File: config.mk
export PLATFORM = sky130hd
export DESIGN_NAME = pga_spi_interface
export DESIGN_NICKNAME = d
export VERILOG_FILES = /design/src/rtl/pga_spi_interface.sv
export SDC_FILE = /design/constraint.sdc
export NUM_CORES = 1
export LEC_CHECK = 0
export CELL_PAD_IN_SITES_DETAIL_PLACEMENT = 0
export CELL_PAD_IN_SITES_GLOBAL_PLACEMENT = 1
export CORE_UTILIZATION = 37
export DETAILED_ROUTE_END_ITERATION = 8
export HOLD_SLACK_MARGIN = 0.08
export PLACE_DENSITY_LB_ADDON = 0.1
export REMOVE_ABC_BUFFERS = 1
export SYNTH_ARGS = -nofsm -noshare
export SYNTH_HDL_FRONTEND = slang
export SYNTH_SLANG_ARGS = --single-unit
File: constraint.sdc
create_clock -name sck -period 2.1 [get_ports sck]
set_input_delay 0.63 -clock sck [delete_from_list [all_inputs] [get_ports sck]]
set_output_delay 0.63 -clock sck [all_outputs]
set_load 0.02 [all_outputs]
File: src/rtl/pga_spi_interface.sv
// Write-only serial loader for an SPI programmable-gain amplifier.
// Control advances on rising sck; cs_n/mosi are launched on falling sck so the PGA samples mid-bit.
module pga_spi_interface #(
  parameter int DATA_WIDTH = 8
) (
  input  logic                  sck,
  input  logic                  rst,
  input  logic [DATA_WIDTH-1:0] code_i,
  input  logic                  set_i,
  output logic                  ready_o,
  output logic                  cs_n,
  output logic                  mosi
);

  localparam int CNT_W = (DATA_WIDTH > 1) ? $clog2(DATA_WIDTH) : 1;

  typedef enum logic [1:0] {
    IDLE,
    SHIFT,
    END
  } state_t;

  state_t                state;
  logic [DATA_WIDTH-1:0] sreg;
  logic [CNT_W-1:0]      cnt;

  // Rising edge: frame sequencing, code capture and bit advance
  always_ff @(posedge sck) begin
    if (rst) begin
      state   <= IDLE;
      ready_o <= 1'b1;
      sreg    <= '0;
      cnt     <= '0;
    end else begin
      case (state)
        IDLE: begin
          ready_o <= 1'b1;
          if (set_i) begin
            sreg    <= code_i;
            cnt     <= CNT_W'(DATA_WIDTH - 1);
            ready_o <= 1'b0;
            state   <= SHIFT;
          end
        end
        SHIFT: begin
          // The PGA has just sampled the current MSB; the last bit needs no shift.
          if (cnt == '0) begin
            state <= END;
          end else begin
            sreg <= sreg << 1;
            cnt  <= cnt - CNT_W'(1);
          end
        end
        END: begin
          state   <= IDLE;
          ready_o <= 1'b1;
        end
        default: begin
          state   <= IDLE;
          ready_o <= 1'b1;
        end
      endcase
    end
  end

  // Falling edge: launch pin values half a period ahead of the PGA sample
  always_ff @(negedge sck) begin
    if (rst) begin
      cs_n <= 1'b1;
      mosi <= 1'b0;
    end else begin
      cs_n <= (state != SHIFT);
      mosi <= (state == SHIFT) ? sreg[DATA_WIDTH-1] : 1'b0;
    end
  end

endmodule

Yosys cells after proc, flatten, opt, wreduce, memory -nomap -nowiden --
Cells that the tools add are included.
Storage, ports and cells: input bits 11, bits in registers 16, word-level logic and storage cells 30
Cells by class: add/sub/neg operators 1, equality and inequality tests 5, reductions and logical operators 6, mux-type cells 11, bitwise logic cells 1
Operators by type and width (count):
- $mux W8 | 2
- $pmux W8 S2 | 1
- $mux W3 | 2
- $ne A2 B2 Y1 const B | 3
- $pmux W3 S2 | 1
- $mux W2 | 2
- $pmux W2 S2 | 1
- $logic_not A3 Y1 | 1
- $reduce_and A3 Y1 | 1
- $sub A3 B1 Y3 const B | 1
- $eq A2 B1 Y1 const B | 1
- $logic_not A2 Y1 | 1
- $ne A2 B1 Y1 const B | 1
- $pmux W1 S2 | 1
- $reduce_and A2 Y1 | 1
- $reduce_bool A2 Y1 | 1
- $reduce_or A2 Y1 | 1
- $mux W1 | 1
- $not A1 Y1 | 1

Logic depth before layout (Yosys ltp) --
Gate-level depths: netlist (run 1).
word-level depth 3, gate-level depth with buffers 7, gate-level depth less buffers 6

==> results of run 1 <==
## per-layer routing
layer / global-route usage (%) / vias up / routed length, um
li1: - / 294 / -
met1: 19.3 / 262 / 626
met2: 25.1 / 12 / 609
met3: 3.53 / 4 / 36
met4: 12.4 / 0 / 33
met5: 0 / - / 0
## through the flow
stage	hold WS, ps	util (%)	setup TNS [ps]	setup WS (ps)	cell area (um^2)
floorplan	439	-	0	24.9	689
global placement	459	49.0	-1710	-450	873
detailed placement	463	49.0	-1770	-470	873
CTS	480	51.5	-730	-367	918
global route	498	51.5	-782	-398	918
finish	477	51.5	-700	-351	918
## path summary, 6_finish.rpt
| kind | startpoint | endpoint | slack [ps] | cells after the start |
|---|---|---|---|---|
| max reg2reg | state[0]$_SDFFE_PP0P_ | mosi$_SDFF_NP0_ | 370 | 2 |
| min reg2reg | sreg[5]$_SDFFE_PP0P_ | sreg[5]$_SDFFE_PP0P_ | 480 | 2 |
| min | sreg[5]$_SDFFE_PP0P_ | sreg[5]$_SDFFE_PP0P_ | 480 | 2 |
| max | cs_n$_SDFF_NP1_ | cs_n | -350 | 1 |
## kinds of logic (layout without fill, tap and decap cells)
group | after synthesis | in the layout | share of synthesized area (%)
buffers and inverters | 17 | 34 | 11.2
DFF | 16 | 16 | 44.1
and+or+nand+nor | 27 | 27 | 17.8
AOI/OAI and AO/OA | 16 | 16 | 23.4
adders and majority gates | 2 | 2 | 3.45
## what timing repair did
| item | in CTS | in global routing |
|---|---|---|
| endpoints found under the setup margin | 4 | 2 |
| setup buffers | 1 | 0 |
| gates resized for setup | 16 | 0 |
| pin swaps | 1 | 0 |
## sequential cells by signal, indices dropped and copies added (netlist names)
name     flops
cs_n         1
sreg         8
ready_o      1
mosi         1
state        2
cnt          3
## cell usage in the layout, fill, tap and decap left out
master	instances
nor2_1	17
dfxtp_1	14
inv_1	13
clkdlybuf4s50_1	10
a2111oi_2	7
buf_4	4
clkbuf_4	3
nand2_1	2
or3b_1	2
a21o_1	2
a21oi_1	2
a221oi_1	2
ha_1	2
dfxtp_2	2
buf_6	2
nor2_2	1
and2b_1	1
nor2b_2	1
o21ai_2	1
a32oi_1	1
nor3b_1	1
and3_1	1
nor2b_1	1
o21ai_0	1
clkinvlp_2	1
dlygate4sd2_1	1
## power by group through the flow
stage,Sequential [mW],Clock (mW),Combinational [mW]
final,0.362,0.183,0.180
after global routing,0.367,0.212,0.205
after CTS,0.362,0.194,0.184
after detailed placement,0.368,0.00895,0.180
after global placement,0.368,0.00895,0.179
after floorplan,0.368,0.00895,0.113
## cell type report
cell class / instances / area share (%)
multi-input cells: 45 / 35.6
flip-flops and latches: 16 / 35.1
repair buffers: 17 / 17.6
inverters: 11 / 4.50
well taps: 25 / 3.41
clock buffers: 3 / 2.45
clock inverters: 3 / 1.36
==> metrics.cfg, run 1 <==
[outcome]
status = complete, but fails checks
failed_checks = setup timing

[logic_synthesis]
ys_ff_latch = 16
synth_cells = 78
synth_top_area_cell = dfxtp_1
synth_flop_cell = dfxtp_1
ys_async_sr_fraction_pct = 0
yosys.cell_count.top_type = nor2_1
synth_edf_count = 0
ys_top_cells_by_count = 18 x nor2_1, 16 x dfxtp_1, 12 x inv_1
avgSynthCellArea_um2 = 9.30
synthTopCellsByArea = dfxtp_1 44%, a2111oi_2 14%, nor2_1 9.3%
netlist.area_leader.share_pct = 44.1
netlist_area_um2 = 726
ys_types = 21
yosysWarnings = 0
synth.yosys.seq_area_share_pct = 44.1

[finish]
multi_input_area_um2 = 327
instances_no_fill = 120
layout-drive-gt1-share_pct = 23.2
seq_area_um2 = 323
nNetsFinal = 109
n_fill_cell = 196
diodes = 0
synthToLayoutAreaGrowth_pct = 26.6

[route]
wirelength_mm = 1.31
antenna_left = 0
vias_per_cell = 4.77
vias = 572
drc = 0
drt-pass1-iter-count = 2
wl_per_cell_um = 10.9
drt_iter0_drc = 2

[timing]
finClkSkew_ps = 65.5
setup_viol = 2
rsz0062_at_grt = true
worstMarginPinSlew_ps = 370
slew_viol_final = 0
fin_ws_ps = -351
slew_headroom_pct = 75.3
finalHoldViolCount = 0

[die]
core_area_um2 = 1780
ios = 14
dieArea_um2 = 2140
num_rows = 15
initial_core_util_pct = 40.7
die_h_um = 46.3
die_x_um = 46.3

[setup_path]
cp.arrival_ps = 1820
worstPathRequired_ps = 1470
crit_type = register to primary output
crit_family = flip-flops
crit_buf_inv = 1
cpMaxStageDelayCell = dfxtp_2
cp-end-kind = primary output
cp_cell_sequence = buf_6
cp_max_fo = 1
max_stage_delay_ps = 310
cp-start-kind = register

[power]
leakage_nw = 0.385
p_per_area_nw_per_um2 = 788
p_sw_mw = 0.218
p_seq_share_pct = 50.0
power.share.switching_pct = 30.1
clkPwrFrac_pct = 25.2
comb_power_share_pct = 24.8
irDropWorstVdd_uv = 355
power_mw = 0.724
intPower_mw = 0.506

[cts]
clockRootBuffer = clkbuf_4
holdBufCountCts = 0
numCtsBuffers = 3
clock_latency_ps = 350
clk_path_buf_depth = 2
htree_levels = 1
cts_tree = done
cts.sinks = 16
path_clk_slew_ps = 100

[global_route]
grt_overflow = 0
antenna_found_initial = 0
grt_first_pass_wirelength_mm = 2.34
grt_max_degree = 13
grt_usage_pct = 16.2
grt_pass1_vias = 530

[worst_hold_path]
hp-class = register to register

[placed_design]
io_buffers = 13
post-dp-hpwl_um = 944
gp_congestion = 0.761
dp.cells = 114

[job]
cap_violations = 0

(Power assumes the default switching activity.)
==> run 2: changes to the inputs <==
Settings changed: GPL_TIMING_DRIVEN set to 0.
==> metrics.cfg, run 2 (synthesis gave the netlist of run 1 again) <==
[setup_path]
crit_family = flip-flops
cpMaxStageDelayCell = dfxtp_2
crit_buf_inv = 1  ; unchanged
max_stage_delay_ps = 310  ; about the same
worstPathRequired_ps = 1470  ; about the same
cp_max_fo = 1  ; unchanged
cp-end-kind = primary output
cp-start-kind = register
crit_type = register to primary output
cp.arrival_ps = 1820  ; about the same
cp_cell_sequence = buf_6

[finish]
regMostFlops = sreg
layout_common_cells = 17 x nor2_1, 14 x dfxtp_1, 13 x inv_1
instances_no_fill = 116  ; -3.3%
reg_top3 = sreg x8, cnt x3, state x2
layout_commonest_cell = nor2_1
layout-drive-gt1-share_pct = 20.9  ; -2.3 points
design_area_um2 = 885  ; -3.7%
largest_reg_flops = 8  ; unchanged
final_util_pct = 49.6  ; -1.9 points
diodes = 0  ; unchanged
nNetsFinal = 105  ; -3.7%
synthToLayoutAreaGrowth_pct = 21.9

[global_route]
grt_first_pass_wirelength_mm = 2.15  ; -8.3%
grt_pass1_vias = 486  ; -8.3%
grt_overflow = 0  ; unchanged
grt_max_degree = 14  ; +1
grt_usage_pct = 14.8  ; -1.4 points
antenna_found_initial = 0  ; unchanged

[placed_design]
dp.cells = 111  ; -2.6%
dpl_cell_area_um2 = 851  ; -2.6%
gp_congestion = 0.716  ; -6.0%
post-dp-hpwl_um = 898  ; -4.9%
io_buffers = 13  ; unchanged

[timing]
rsz0062_at_grt = true
worstMarginPinSlew_ps = 638  ; +269 ps
setup_tns_ps = -694  ; +5.77 ps
slew_headroom_pct = 57.4  ; -18 points
finalHoldViolCount = 0  ; unchanged
setup_viol = 2  ; unchanged
finClkSkew_ps = 63.4  ; -2.07 ps
fin_ws_ps = -349  ; +2.33 ps
slew_viol_final = 0  ; unchanged

[die]
die_h_um = 46.3  ; unchanged
num_rows = 15  ; unchanged
dieArea_um2 = 2140  ; unchanged
initial_core_util_pct = 40.7  ; unchanged
ios = 14  ; unchanged
die_x_um = 46.3  ; unchanged
core_area_um2 = 1780  ; unchanged

[job]
cap_violations = 0  ; unchanged

[route]
drt_iter0_drc = 7  ; +5
vias_per_cell = 4.85  ; +1.8%
vias = 563  ; -1.6%
wl_per_cell_um = 10.8  ; -0.36%
wirelength_mm = 1.26  ; -3.7%
drt-pass1-iter-count = 4  ; +2
antenna_left = 0  ; unchanged
drc = 0  ; unchanged

[worst_hold_path]
hp-class = register to register

[outcome]
failed_checks = setup timing
status = complete, but fails checks

[cts]
clk_path_buf_depth = 2  ; unchanged
numCtsBuffers = 3  ; unchanged
cts.sinks = 16  ; unchanged
clockRootBuffer = clkbuf_4
cts_tree = done
clock_latency_ps = 340  ; about the same
htree_levels = 1  ; unchanged
path_clk_slew_ps = 90  ; about the same
holdBufCountCts = 0  ; unchanged
postCtsSetupRepairBufs = 0  ; -1
cts_resized = 20  ; +4

[power]
clkPwrFrac_pct = 25.6  ; +0.4 points
leakage_nw = 0.365  ; -5.1%
irDropWorstVdd_uv = 362  ; +2.1%
comb_power_share_pct = 23.3  ; -1.5 points
power.share.switching_pct = 30.4  ; +0.29 points
power_mw = 0.710  ; -1.9%
p_sw_mw = 0.216  ; -0.95%
p_seq_share_pct = 51.1  ; +1.1 points
p_per_area_nw_per_um2 = 803  ; +1.9%
intPower_mw = 0.495  ; -2.3%

==> run 2: changes by cell type in the layout (fill, tap and decap cells not counted) <==
cell and delta:
dlygate4sd2_1 -1, buf_2 +1, buf_4 -4
==> run 2: layout make-up <==
type / count / area (um^2)
Timing Repair Buffer: 13 / 128
Sequential cell: 16 / 323
Multi-Input combinational cell: 45 / 327
Clock inverter: 3 / 12.5
Clock buffer: 3 / 22.5
Inverter: 11 / 41.3
Tap cell: 25 / 31.3
Fill cell: 190 / 898
==> run 2: worst paths after layout <==
path / startpoint / endpoint / slack (ps) / cells after the start
worst min register to register: sreg[2]$_SDFFE_PP0P_ / sreg[2]$_SDFFE_PP0P_ / 470 / 2
worst min-delay path: sreg[2]$_SDFFE_PP0P_ / sreg[2]$_SDFFE_PP0P_ / 470 / 2
worst max register to register: cnt[0]$_SDFFE_PP0P_ / cnt[1]$_SDFFE_PP0P_ / 330 / 6
worst max-delay path: cs_n$_SDFF_NP1_ / cs_n / -350 / 1
==> run 2: routing by layer <==
layer  vias up  GRT usage, %  wire [um]
met2        10          22.8        606
met5         -             0          0
met3         2          3.53         41
met4         0          8.82         15
li1        290             -          -
met1       261          18.4        593
==> run 2: power by group through the flow <==
stage | sequential (mW) | combinational (mW) | clock (mW)
finish | 0.363 | 0.166 | 0.182
global route | 0.368 | 0.188 | 0.218
CTS | 0.363 | 0.170 | 0.188
detailed placement | 0.368 | 0.170 | 0.00895
global placement | 0.367 | 0.167 | 0.00895
floorplan | 0.368 | 0.113 | 0.00895
==> run 2: per-stage QoR <==
stage / setup slack, ps / hold slack (ps)
floorplan: 24.9 / 439
global placement: -899 / 460
detailed placement: -914 / 466
CTS: -357 / 480
global route: -398 / 502
finish: -349 / 474
==> RTL edit 1 (flow settings as in run 2) <==
Reset style: asynchronous (`rst`), changed in 2 clocked blocks.
--- a/src/rtl/pga_spi_interface.sv
+++ b/src/rtl/pga_spi_interface.sv
@@ -27,3 +27,3 @@
   // Rising edge: frame sequencing, code capture and bit advance
-  always_ff @(posedge sck) begin
+  always_ff @(posedge sck or posedge rst) begin
     if (rst) begin
@@ -66,3 +66,3 @@
   // Falling edge: launch pin values half a period ahead of the PGA sample
-  always_ff @(negedge sck) begin
+  always_ff @(negedge sck or posedge rst) begin
     if (rst) begin
Check against the original RTL: not checked (the comparison handles one clock edge and no latches or derived clocks); the edit may change what the design does.
==> RTL edit 1 against run 2 <==
The flow still finishes with violations (setup timing); via count fell by 13%; wire length rose by 3.8%; cell area up 17%; sequential cell count unchanged; highest routed layer unchanged; utilization is 2.7 points higher; worst setup slack got worse by 0.19 ns; synthesized area up 9.1%.
Power is not compared: it rests on default switching activity, and its combinational part moved more than twofold at a synthesized area within 25%.
==> RTL edit 1: results (changes against run 2) <==
status: "complete, but fails checks"
violations: "setup timing"
buf_share: 0.181  # +0.0369
placedCellCount: 97  # -13%
critPathArrivalTime_ns: 2.01  # +0.19 ns
met2_usage: 0.155  # -0.0735
hp-start: "sreg[7]$_DFFE_PP0P_"
ys_top_cells_by_area: "dfrtp_1, mux2_4, mux2_2"
dieArea_um2: 2330  # +8.7%
clock_cell_area_share: 0.0290  # -0.0106
drtIter0Drc: 3  # -4
ys_types: 17  # -19%
antenna_found_initial: 0  # unchanged
inv_count: 6  # -5
ctsResizeCount: 14  # -30%
grt_max_degree: 17  # +3
place.detailed.hpwl_um: 788  # -12%
fin_cells: 108  # -6.9%
setup.worst_path.start: "cs_n$_DFF_NP1_"
synth_commonest_cells: "dfrtp_1, mux2_2, mux2_4"
slowest_delay_ns: 0.52  # +0.21 ns
drive_above_1_share: 0.469  # +0.260
n_all_buffers: 20  # +7
worstRegToRegCells: 2  # -4
finalClockSkew_ns: 0.0543  # -0.00909 ns
wl_met1_um: 587  # -1.0%
vias: 491  # -13%
worstReg2RegStart: "state[0]$_DFFE_PP0P_"
async_flop_share: 1.00  # +1.00
nets: 95  # -9.5%
yosysSeqAreaShare: 0.509  # +0.0673
regToRegSetupSlack_ns: 0.07  # -0.26 ns
setup-violations-final: 2  # unchanged
crit_path_top_delay_cell: "dfstp_2"
drt_first_pass_iters: 3  # -1
wl_met2_um: 628  # +3.6%
grtUsageMet3: 0.0333  # -0.00196
place_congestion: 0.679  # -5.2%
wl_um: 1310  # +3.8%
wl_met3_um: 61  # +49%
worstHoldPathCells: 1  # -1
netlist_instances: 59  # -24%
grt_use_total: 0.114  # -0.0342
num-fill-cells: 184  # -3.2%
grt_first_pass_wirelength_um: 1680  # -22%
sh_seq_area: 0.389  # +0.0240
holdPathEnd: "sreg[7]$_DFFE_PP0P_"
whs_ns: 0.510  # +0.0361 ns
worst_r2r_endpoint: "mosi$_DFF_NP0_"
gr-usage-met1: 0.152  # -0.0329
first_global_vias: 370  # -24%
slew_headroom: 0.708  # +0.134
setup_ws_ns: -0.543  # -0.194 ns
post-place-ws_ns: -0.668  # +0.247 ns
RTL edit 1: cell types whose count changed in the layout (fill, tap and decap cells not counted), moves of 3 or more:
cell,change
buf_4,+7
a2111oi_2,-7
dfrtp_1,+13
dfxtp_1,-14
mux2_2,+9
nor2_1,-17
nand2b_1,+3
inv_1,-7
mux2_4,+8
RTL edit 1: cell families (layout without fill, tap and decap cells):
kind of cell,Yosys count,in the layout,synth area share
muxes,17,17,0.280
and+or+nand+nor,10,10,0.0790
buffers and inverters,9,31,0.0569
AOI/OAI and AO/OA,5,5,0.0442
DFF,16,16,0.509
adders and majority gates,2,2,0.0316
RTL edit 1: per-stage QoR:
| stage | utilization | TNS (ns) | instance area [um^2] |
|---|---|---|---|
| after floorplan | - | -0.235 | 773 |
| after global placement | 0.473 | -8.55 | 937 |
| after detailed placement | 0.473 | -8.18 | 937 |
| after CTS | 0.491 | -0.985 | 973 |
| after global routing | 0.523 | -1.05 | 1040 |
| final | 0.523 | -0.953 | 1040 |
==> RTL edit 2 (config.mk and constraints of run 2) <==
Made on the original files. The parameter `DATA_WIDTH` goes from 8 to 16.
--- a/src/rtl/pga_spi_interface.sv
+++ b/src/rtl/pga_spi_interface.sv
@@ -3,3 +3,3 @@
 module pga_spi_interface #(
-  parameter int DATA_WIDTH = 8
+  parameter int DATA_WIDTH = 16
 ) (
Ports: changed (resized code_i); port bits go from 14 to 22. No check against the original RTL was run, so the function may have changed too.
==> RTL edit 2 against run 2 <==
The flow finishes with violations (DRC, setup timing); sequential cell count grew 9; sequential share of layout area up 0.41 points; power grew 50%; final cell count up 43%; sequential power increased by 59%; count of clock-buffer cells in the layout did not move; non-clock buffer count rose by 8; cell area grew 54%; register-to-register slack worse by 0.28 ns; synthesized area is 55% higher; clock skew down 0.0058 ns; worst setup slack worse by 0.034 ns; wire length rose by 87%; largest power group unchanged.
==> RTL edit 2: results (changes against run 2) <==
first_global_vias: 838  # +72%
synth-adder-area-share: 0.0111  # -0.0234
netlist_instances: 117  # +50%
buf_share: 0.152  # +0.00774
multi_input_area_share: 0.418  # +0.0484
place_congestion: 0.724  # +1.1%
violations: "DRC, setup timing"
setup_ws_ns: -0.383  # -0.0338 ns
clock_cell_area_share: 0.0247  # -0.0149
ys_top_cells_by_area: "dfxtp_1, mux2i_1, a211oi_1"
reg_top3: "sreg: 16 flops, cnt: 4 flops, state: 2 flops"
setup-violations-final: 2  # unchanged
detail_route.drc_violations: 2  # +2
clk_pin_slew_ns: 0.14  # +0.05 ns
portBuffers: 21  # +8
nFlopsAndLatches: 25  # +9
dpl-instance-area_um2: 1320  # +55%
tns_ns: -0.761  # -0.0676 ns
muxShareOfSynthArea: 0.142  # +0.142
dieArea_um2: 3260  # +52%
setup.worst_path.start: "mosi$_SDFF_NP0_"
drive_above_1_share: 0.104  # -0.105
multi_input_comb_cells: 80  # +78%
synth_compound_area_frac: 0.239  # +0.00467
yosysSeqAreaShare: 0.445  # +0.00356
hp-start: "sreg[0]$_SDFFE_PP0P_"
whs_ns: 0.502  # +0.0280 ns
grt_use_total: 0.154  # +0.00584
status: "complete, but fails checks"
RTL edit 2: changes by cell type in the layout (fill, tap and decap cells not counted), sizes merged, moves of 7 or more:
cell	change
a2111oi	-7
a211oi	+17
a21oi	+18
clkdlybuf4s50	+8
dfxtp	+9
inv	-8
mux2i	+16
nor2	-12
RTL edit 2: timing repair:
item | in CTS | in global routing
cloned | 1 | 0
setup buffers | 0 | 0
endpoints found under the hold margin | 0 | 0
setup endpoints to repair | 8 | 3
resized for setup | 21 | 2
RTL edit 2: power by group through the flow:
stage	Sequential (W)	Clock, W	Combinational (W)
after global placement	0.000580	0.00000895	0.000256
after floorplan	0.000578	0.00000895	0.000172
final	0.000577	0.000224	0.000264
after global routing	0.000584	0.000262	0.000292
after CTS	0.000576	0.000235	0.000264
after detailed placement	0.000582	0.00000895	0.000261
RTL edit 2: per-layer routing:
layer	up-vias	GRT usage	wire, um
li1	468	-	-
met1	438	0.193	1140
met2	31	0.255	1070
met3	2	0.0476	128
met4	0	0.0418	10
met5	-	0	0
